==> src/rtl/sha_cap_pkg.sv <==
// Shared widths, FSM state type and word-slice helper for the SHA write-capture block.
package sha_cap_pkg;

    localparam int unsigned WORDS  = 8;
    localparam int unsigned DW     = 32;
    localparam int unsigned AW     = 3;
    localparam int unsigned BANK_W = WORDS * DW;

    typedef enum logic [1:0] {
        KEY    = 2'd0,
        DIGEST = 2'd1,
        EMIT   = 2'd2
    } state_e;

    // LSB position of word 'addr' inside a 256-bit bank.
    function automatic int unsigned word_slice(input logic [AW-1:0] addr);
        return 32'(addr) * DW;
    endfunction

endpackage

==> src/rtl/sha_wr_capture_if.sv <==
// Word-write bus plus key/digest output handshake for sha_wr_capture.
interface sha_wr_capture_if;
    import sha_cap_pkg::*;

    logic              cs;
    logic              we;
    logic              wc;
    logic [AW-1:0]     address;
    logic [DW-1:0]     write_data;
    logic              key_valid;
    logic              out_valid;
    logic              out_ready;
    logic [BANK_W-1:0] out_key;
    logic [BANK_W-1:0] out_digest;
    logic              err;

    modport master (
        output cs, we, wc, address, write_data, out_ready,
        input  key_valid, out_valid, out_key, out_digest, err
    );

    modport slave (
        input  cs, we, wc, address, write_data, out_ready,
        output key_valid, out_valid, out_key, out_digest, err
    );

endinterface

==> src/rtl/sha_cap_bank.sv <==
// 8 x 32-bit register bank with a per-word written mask and a mask clear.
module sha_cap_bank
    import sha_cap_pkg::*;
(
    input  logic              clk,
    input  logic              rst,
    input  logic              wr_en,
    input  logic [AW-1:0]     wr_addr,
    input  logic [DW-1:0]     wr_data,
    input  logic              clr,
    output logic [BANK_W-1:0] data,
    output logic [WORDS-1:0]  mask
);

    // Store the word and mark it present; a write in the same cycle as clr survives the clear.
    always_ff @(posedge clk or posedge rst) begin
        if (rst) begin
            data <= '0;
            mask <= '0;
        end else begin
            if (clr) begin
                mask <= '0;
            end
            if (wr_en) begin
                data[word_slice(wr_addr) +: DW] <= wr_data;
                mask[wr_addr]                   <= 1'b1;
            end
        end
    end

endmodule

==> src/rtl/sha_wr_capture.sv <==
// Captures a 256-bit key and digest from word writes and hands the pair downstream.
// Optional macro SHA_CAP_KEY_LOCK_EN: key bank becomes write-protected once first committed.
module sha_wr_capture
    import sha_cap_pkg::*;
(
    input  logic             clk,
    input  logic             rst,
    sha_wr_capture_if.slave  bus
);

    logic              we_q;
    logic              cs_q;
    state_e            state_q, state_d;
    logic              key_valid_q, key_valid_d;
    logic              err_q, err_d;
    logic              wr_fire;
    logic              commit;
    logic              key_wr;
    logic              dig_wr;
    logic              dig_clr;
    logic              key_locked;
    logic [WORDS-1:0]  key_mask;
    logic [WORDS-1:0]  key_mask_upd;
    logic [WORDS-1:0]  dig_mask;
    logic [BANK_W-1:0] key_data;
    logic [BANK_W-1:0] dig_data;

    assign wr_fire = bus.we & ~we_q;
    assign commit  = bus.cs & ~cs_q & bus.wc;

`ifdef SHA_CAP_KEY_LOCK_EN
    // Leaving KEY only happens through a successful commit, so that marks the lock point.
    assign key_locked = (state_q != KEY);
`else
    assign key_locked = 1'b0;
`endif

    // Edge detectors, FSM state and sticky flags.
    always_ff @(posedge clk or posedge rst) begin
        if (rst) begin
            we_q        <= 1'b0;
            cs_q        <= 1'b0;
            state_q     <= KEY;
            key_valid_q <= 1'b0;
            err_q       <= 1'b0;
        end else begin
            we_q        <= bus.we;
            cs_q        <= bus.cs;
            state_q     <= state_d;
            key_valid_q <= key_valid_d;
            err_q       <= err_d;
        end
    end

    // Write routing, commit evaluation and state transitions.
    always_comb begin
        key_wr       = 1'b0;
        dig_wr       = 1'b0;
        dig_clr      = 1'b0;
        state_d      = state_q;
        key_valid_d  = key_valid_q;
        err_d        = err_q;
        key_mask_upd = key_mask;

        unique case (state_q)
            KEY: begin
                if (wr_fire) begin
                    if (bus.wc) key_wr = 1'b1;
                    else        err_d  = 1'b1;
                end
            end
            DIGEST: begin
                if (wr_fire) begin
                    if (bus.wc) begin
                        if (key_locked) begin
                            err_d = 1'b1;
                        end else begin
                            key_wr      = 1'b1;
                            key_valid_d = 1'b0;
                        end
                    end else begin
                        dig_wr = 1'b1;
                    end
                end
            end
            EMIT: begin
                if (wr_fire || commit) err_d = 1'b1;
                if (bus.out_ready) begin
                    dig_clr = 1'b1;
                    state_d = DIGEST;
                end
            end
            default: state_d = KEY;
        endcase

        // The commit must see a word written in the same cycle.
        if (key_wr) key_mask_upd[bus.address] = 1'b1;

        if (commit && (state_q != EMIT) && !key_locked) begin
            if (&key_mask_upd) begin
                key_valid_d = 1'b1;
                if (state_q == KEY) state_d = DIGEST;
            end else begin
                err_d = 1'b1;
            end
        end

        // A key rewrite in this cycle invalidates the key, so hold off emission.
        if ((state_q == DIGEST) && (&dig_mask) && key_valid_q && !key_wr) begin
            state_d = EMIT;
        end
    end

    sha_cap_bank u_key (
        .clk     (clk),
        .rst     (rst),
        .wr_en   (key_wr),
        .wr_addr (bus.address),
        .wr_data (bus.write_data),
        .clr     (1'b0),
        .data    (key_data),
        .mask    (key_mask)
    );

    sha_cap_bank u_dig (
        .clk     (clk),
        .rst     (rst),
        .wr_en   (dig_wr),
        .wr_addr (bus.address),
        .wr_data (bus.write_data),
        .clr     (dig_clr),
        .data    (dig_data),
        .mask    (dig_mask)
    );

    assign bus.key_valid  = key_valid_q;
    assign bus.out_valid  = (state_q == EMIT);
    assign bus.out_key    = key_data;
    assign bus.out_digest = dig_data;
    assign bus.err        = err_q;

endmodule

==> src/flat_wrapper.sv <==
// flat-port wrapper written by rule: the top's interface ports become plain ports
module sha_wr_capture_flat import sha_cap_pkg::*;
  (clk, rst, bus_cs, bus_we, bus_wc, bus_address, bus_write_data, bus_out_ready, bus_key_valid, bus_out_valid, bus_out_key, bus_out_digest, bus_err);
  sha_wr_capture_if bus_i ();
  input  logic clk;
  input  logic rst;
  input wire logic [$bits(bus_i.cs)-1:0] bus_cs;
  input wire logic [$bits(bus_i.we)-1:0] bus_we;
  input wire logic [$bits(bus_i.wc)-1:0] bus_wc;
  input wire logic [$bits(bus_i.address)-1:0] bus_address;
  input wire logic [$bits(bus_i.write_data)-1:0] bus_write_data;
  input wire logic [$bits(bus_i.out_ready)-1:0] bus_out_ready;
  output wire logic [$bits(bus_i.key_valid)-1:0] bus_key_valid;
  output wire logic [$bits(bus_i.out_valid)-1:0] bus_out_valid;
  output wire logic [$bits(bus_i.out_key)-1:0] bus_out_key;
  output wire logic [$bits(bus_i.out_digest)-1:0] bus_out_digest;
  output wire logic [$bits(bus_i.err)-1:0] bus_err;
  assign bus_i.cs = bus_cs;
  assign bus_i.we = bus_we;
  assign bus_i.wc = bus_wc;
  assign bus_i.address = bus_address;
  assign bus_i.write_data = bus_write_data;
  assign bus_i.out_ready = bus_out_ready;
  assign bus_key_valid = bus_i.key_valid;
  assign bus_out_valid = bus_i.out_valid;
  assign bus_out_key = bus_i.out_key;
  assign bus_out_digest = bus_i.out_digest;
  assign bus_err = bus_i.err;
  sha_wr_capture u_core (.clk(clk), .rst(rst), .bus(bus_i));
endmodule
==> config.mk <==
export PLATFORM = sky130hd
export DESIGN_NAME = sha_wr_capture_flat
export DESIGN_NICKNAME = d
export VERILOG_FILES = /design/src/rtl/sha_cap_pkg.sv /design/src/rtl/sha_wr_capture_if.sv /design/src/rtl/sha_cap_bank.sv /design/src/rtl/sha_wr_capture.sv /design/src/flat_wrapper.sv
export SDC_FILE = /design/constraint.sdc
export NUM_CORES = 1
export LEC_CHECK = 0
export ABC_AREA = 1
export BUFFER_PORTS_ARGS = -buffer_cell sky130_fd_sc_hd__buf_2
export CORE_MARGIN = 2
export CORE_UTILIZATION = 25
export CTS_BUF_LIST = sky130_fd_sc_hd__clkbuf_4
export DETAILED_ROUTE_END_ITERATION = 6
export RECOVER_POWER = 25
export SYNTH_ARGS = -nofsm -noshare
export SYNTH_HDL_FRONTEND = slang
export SYNTH_SLANG_ARGS = --single-unit
==> constraint.sdc <==
create_clock -name clk -period 37.8 [get_ports clk]
set_input_delay 3.78 -clock clk [delete_from_list [all_inputs] [get_ports clk]]
set_output_delay 3.78 -clock clk [all_outputs]
set_load 0.01 [all_outputs]
Word-level counts from Yosys, hierarchy flattened
Cells that the tools add are included.
W data, S select, Z words.
Storage, ports and cells
  bits of input ports: 41
  logic and storage cells: 67
  bits in registers: 534
  output and inout port bits: 515
Cells by class
  bitwise operators: 7
  reduce and logical (&&, ||, !) cells: 11
  muxes and demuxes: 32
  add/subtract/negate cells: 1
  shifts and indexed selects: 2
  $lt $le $gt $ge: 2
  equality and inequality tests: 3
Operators with widths (number)
  $bwmux W256: 2
  $shift A32 B34 Y256 const A: 1
  $shiftx A32 B34 Y256: 1
  $neg A8 Y34: 1
  $mux W8: 3
  $mux W1: 19
  $or A8 B8 Y8: 2
  $reduce_and A8 Y1: 2
  $mux W2: 5
  $logic_and A1 B1 Y1: 5
  $lt A3 B4 Y1 const B: 1
  $pmux W2 S2: 1
  $and A1 B1 Y1: 3
  $demux W1 S3: 1
  $ge A3 B1 Y1 const B: 1
  $eq A2 B1 Y1 const B: 1
  $eq A2 B2 Y1 const B: 1
  $logic_not A2 Y1: 1
  $ne A2 B2 Y1 const B: 1
  $not A1 Y1: 2
  $pmux W1 S2: 1
  $reduce_or A2 Y1: 1
  $logic_not A1 Y1: 1
  $logic_or A1 B1 Y1: 1

Depth between registers and ports, before layout
  depth in word-level cells: 10
  mapped depth: 11
  mapped depth without buffers: 10

Cells and area by module
From an unflattened synthesis, not the netlist that was laid out.
Unflattened totals
  cells, all modules: 2631
  area total of the unflattened synthesis: 22555.4 um^2
Modules (own cells, without submodules)
  sha_cap_bank (u_core.u_key): times used 1, cells each 1400, area each 11375.9 um^2
  sha_cap_bank (u_core.u_dig): times used 1, cells each 1142, area each 10630.2 um^2
  sha_wr_capture: times used 1, cells each 89, area each 549.3 um^2

Worst setup path after synthesis
OpenSTA, ideal clock, no wires.
  path type: input port to flip-flop
  start point: in bus_address[0]
  end point: reg u_core.u_dig.data[10]
  setup time: 0.130 ns
  arrival time: 5.363 ns
  required time: 37.670 ns
  stages: 9
  slack: 32.307 ns
  cells stage by stage: inv_2 -> ha_1 -> ha_1 -> nand3b_1 -> nor2_2 -> nand2_1 -> clkbuf_1 -> nand2_1 -> o21ai_0
On the way
  cells in the longest elaborated chain, start to end: 3
  elaborated cells on any way between the ends: 4
RTL lines
  from (decl): RTL line flat_wrapper.sv:10  | input wire logic [$bits(bus_i.address)-1:0] bus_address;
  $neg A8 Y34 (*): RTL line sha_cap_bank.sv:25  | data[word_slice(wr_addr) +: DW] <= wr_data;
  $shiftx A32 B34 Y256 or $shift A32 B34 Y256 (tied branches): RTL line sha_cap_bank.sv:25
  $bwmux W256 (*): RTL line sha_cap_bank.sv:25
  to (signal, indexed assignment): RTL line sha_cap_bank.sv:25
  to (decl): RTL line sha_cap_bank.sv:11  | output logic [BANK_W-1:0] data,
Every way passes the cells marked *; elsewhere a longest branch is shown, timed or not.
A chain may end at the register's enable or synchronous reset.

==> key figures <==
Timing
  – Setup_tns: 0 ps
  – Setup Skew: 59.6 ps
  – RSZ-0062 raised after global routing: no
  – Pins Over Slew Limit: 449
  – Final min period: 13980 ps
  – Slew headroom: -411%
  – Final Setup Violations: 0
  – Final Hold Viols: 0
  – Max frequency: 71.5 MHz
  – Setup ws final: 23820 ps
  – Worst-Margin Slew: between 7000 and 8000 ps
  – Final period util: 37.0%

Detailed routing
  – Number of vias per cell: 4.41
  – Final antenna-violating net count: 0
  – Routed len/inst: 20.0 um
  – Detailed Route WL: 75800 um
  – Residual DRC: 0
  – Drt pass-1 iters: 5
  – Drt initial violations: between 1000 and 1500
  – Vias: 16700

Finish
  – Share of cells above drive strength 1: between 30% and 40%
  – Final cell count without fillers: 3786
  – # nets final: 2683
  – Area added between synthesis and finish: 28.4%
  – Filler instances: a little over 8000
  – Post-route cell area: approximately 25000 um2

Clocking
  – Clock insertion delay at the later pin of the skew report: 950 ps
  – Clock slew at reported path FFs: 60 ps
  – CTS buffer count: 150
  – CTS Hold Buffers Added: 0
  – Setup Buffers After CTS: 0
  – Max Root-Sink Buffers: 3
  – CTS tree: built
  – CTS root buffer: clkbuf_4
  – H-tree depth: 4
  – Clock Sinks: 534
  – PostCTS Resize Cnt: 0

Yosys
  – Post-synth top cells: 585 x nand2_1, 534 x dfrtp_1, 478 x o21ai_0
  – Top-area cell type share of the netlist area: 67.3%
  – Prevailing post-synth register cell: dfrtp_1
  – Synth Register Bits: 534
  – Count leader, synth: nand2_1
  – Area contributors post-synth: dfrtp_1 67%, o21ai_0 12%, nand2_1 11%
  – Share of flip-flops with an asynchronous set or reset: 100%
  – EDFF count, synth: 0
  – Net count after synthesis: between 2000 and 2500
  – Post-synthesis instance area: 19800 um2
  – Post-Syn Area per Cell: 9.83 um2
  – Gate Count Post-Synth: 2019
  – Cell variety after synth: 26
  – Synth warnings: 0
  – Sequential share of the synthesized area: 67.3%
  – Synth area leader: dfrtp_1

Placement
  – GP Congestion: between 0.8 and 0.9
  – Post-DP HPWL: 53100 um
  – I/O Buffers: 555
  – Placed Cells: about 3500
  – Cell Area, Placed: 23700 um2
  – Place WS: 30390 ps

Run status
  – Failing checks: capacitance limit, slew limit
  – Status: complete, but fails checks

Critical path
  – Cells along the critical path: buf_2 > clkinvlp_2 > clkbuf_1 > buf_4 > buf_4
  – Delay-heaviest family, CP: buffers and inverters
  – Slowest cell on the critical path: clkbuf_1
  – Worst path arrival time: 14890 ps
  – Setup crit end kind: async pin
  – Buf+Inv Stages, Crit Path: 5
  – Most frequent CP cell: buf_4
  – Max incr delay on CP: ~5500 ps
  – Critical-path maximum fanout: ~150
  – Startpoint types: primary input
  – Crit Path Category: primary input to async pin
  – Worst EP required: 38710 ps

Die
  – I/O pin count: 556
  – Starting Density: roughly 25%
  – Die H: about 290 um
  – Row Count: 103
  – Die Wd: 286 um
  – Core area: 78700 um2
  – Die area: 81600 um2

Min path
  – Worst hold-check path type: flip-flop to flip-flop

Pwr
  – Static Leak: 0.0133 uW
  – Pwr/cell area: 50.5 nW/um2
  – Maximum vdd drop: 0.0254 mV

Global route
  – Largest net degree at the start of global routing: 147
  – Antenna violations before repair: 7
  – Grt ovf: 0
  – First-pass GRT wire length: 111000 um
  – GRT Total Usage: 18.5%
  – Vias in the first global route: between 15000 and 20000

Flow run
  – Max-cap viol count: 5
## worst min-delay path: stages, from the launching register on
cell and delay [ps]:
dfrtp_1 320, inv_1 30, nand2_1 70
## kinds of logic (layout without fill, tap and decap cells)
| logic type | after synthesis | count (layout) | synth area share, % |
|---|---|---|---|
| other | 0 | 10 | 0 |
| flip-flops | 534 | 534 | 67.3 |
| AND/OR/NAND/NOR | 680 | 680 | 13.3 |
| AO/OA/AOI/OAI | 575 | 575 | 14.7 |
| adder cells (fa/ha/maj) | 5 | 5 | 0.315 |
| buffers and inverters | 225 | 932 | 4.34 |
## area by class of cell
cell class	instances	area (um2)	area share, %
diodes	10	25.0	0.0982
clock buffers	211	1580	6.22
clock inverters	30	174	0.682
inverters	112	422	1.65
multi-input cells	1260	5660	22.2
flip-flops and latches	534	13400	52.4
well taps	1050	1310	5.15
repair buffers	579	2940	11.5
## cell usage in the layout, fill, tap and decap left out, types with 2 or more instances in the layout
cell type | synthesis | layout
a31oi_1 | 16 | 16
nor2_2 | 3 | 3
a21oi_1 | 18 | 18
clkbuf_1 | 98 | 5
nand2_1 | 585 | 572
nand3_1 | 8 | 8
clkinvlp_4 | 0 | 3
clkinv_4 | 0 | 3
inv_1 | 109 | 108
clkinv_1 | 0 | 17
nor3_1 | 4 | 4
clkinv_2 | 0 | 3
nor3_2 | 3 | 3
clkbuf_4 | 0 | 211
o21ai_1 | 54 | 54
buf_4 | 0 | 20
dfrtp_1 | 534 | 534
a22o_1 | 5 | 5
nor2_4 | 1 | 2
ha_1 | 5 | 5
nand2_2 | 3 | 15
o21bai_1 | 3 | 3
inv_2 | 3 | 5
nor2_1 | 69 | 68
o21ai_0 | 478 | 478
diode_2 | 0 | 10
buf_2 | 14 | 554
## per-layer routing
metal  vias up  GRT usage, %  routed length (um)
li1       7909             -                   -
met1      8011          22.2               31400
met2       638          29.4               35400
met3       157          6.72                6130
met4         0          8.69                2890
met5         -             0                   0
## state kept, by name (all words and copies together), names as in the netlist
| signal | cells |
|---|---|
| u_core.u_key.data | 256 |
| u_core.we_q | 1 |
| u_core.bus.key_valid | 1 |
| u_core.u_dig.data | 256 |
| u_core.u_dig.mask | 8 |
| u_core.u_key.mask | 8 |
| u_core.state_q | 2 |
| u_core.cs_q | 1 |
| u_core.bus.err | 1 |
## where the power goes
| group | total, uW | internal (uW) | switching (uW) |
|---|---|---|---|
| Combinational | 145 | 46.3 | 98.3 |
| Clock | 510 | 262 | 248 |
| Sequential | 632 | 610 | 21.0 |
| Total | 1290 | 918 | 367 |
## metrics by stage
| step | util, % | power (uW) | hold slack [ps] |
|---|---|---|---|
| floorplan | - | 709 | 428 |
| global placement | 30.2 | 787 | 444 |
| detailed placement | 30.2 | 789 | 447 |
| CTS | 32.4 | 1310 | 460 |
| global route | 32.4 | 1360 | 478 |
| finish | 32.4 | 1290 | 456 |
## worst paths after layout
| path | startpoint | end | slack [ps] | depth (start not counted) |
|---|---|---|---|---|
| max | rst | u_core.u_dig.data[196]$_DFFE_PP0P_ | 23820 | 5 |
| min | u_core.u_key.mask[2]$_DFF_PP0_ | u_core.u_key.mask[2]$_DFF_PP0_ | 460 | 2 |
| max reg2reg | u_core.we_q$_DFF_PP0_ | u_core.u_dig.data[14]$_DFFE_PP0P_ | 32880 | 6 |
| min reg2reg | u_core.u_key.mask[2]$_DFF_PP0_ | u_core.u_key.mask[2]$_DFF_PP0_ | 460 | 2 |
| max in group clk | bus_we | u_core.u_dig.data[14]$_DFFE_PP0P_ | 30230 | 8 |
| min in group asynchronous | rst | u_core.u_key.data[117]$_DFFE_PP0P_ | 4470 | 2 |
No activity file was read; power rests on OpenSTA's default activity.
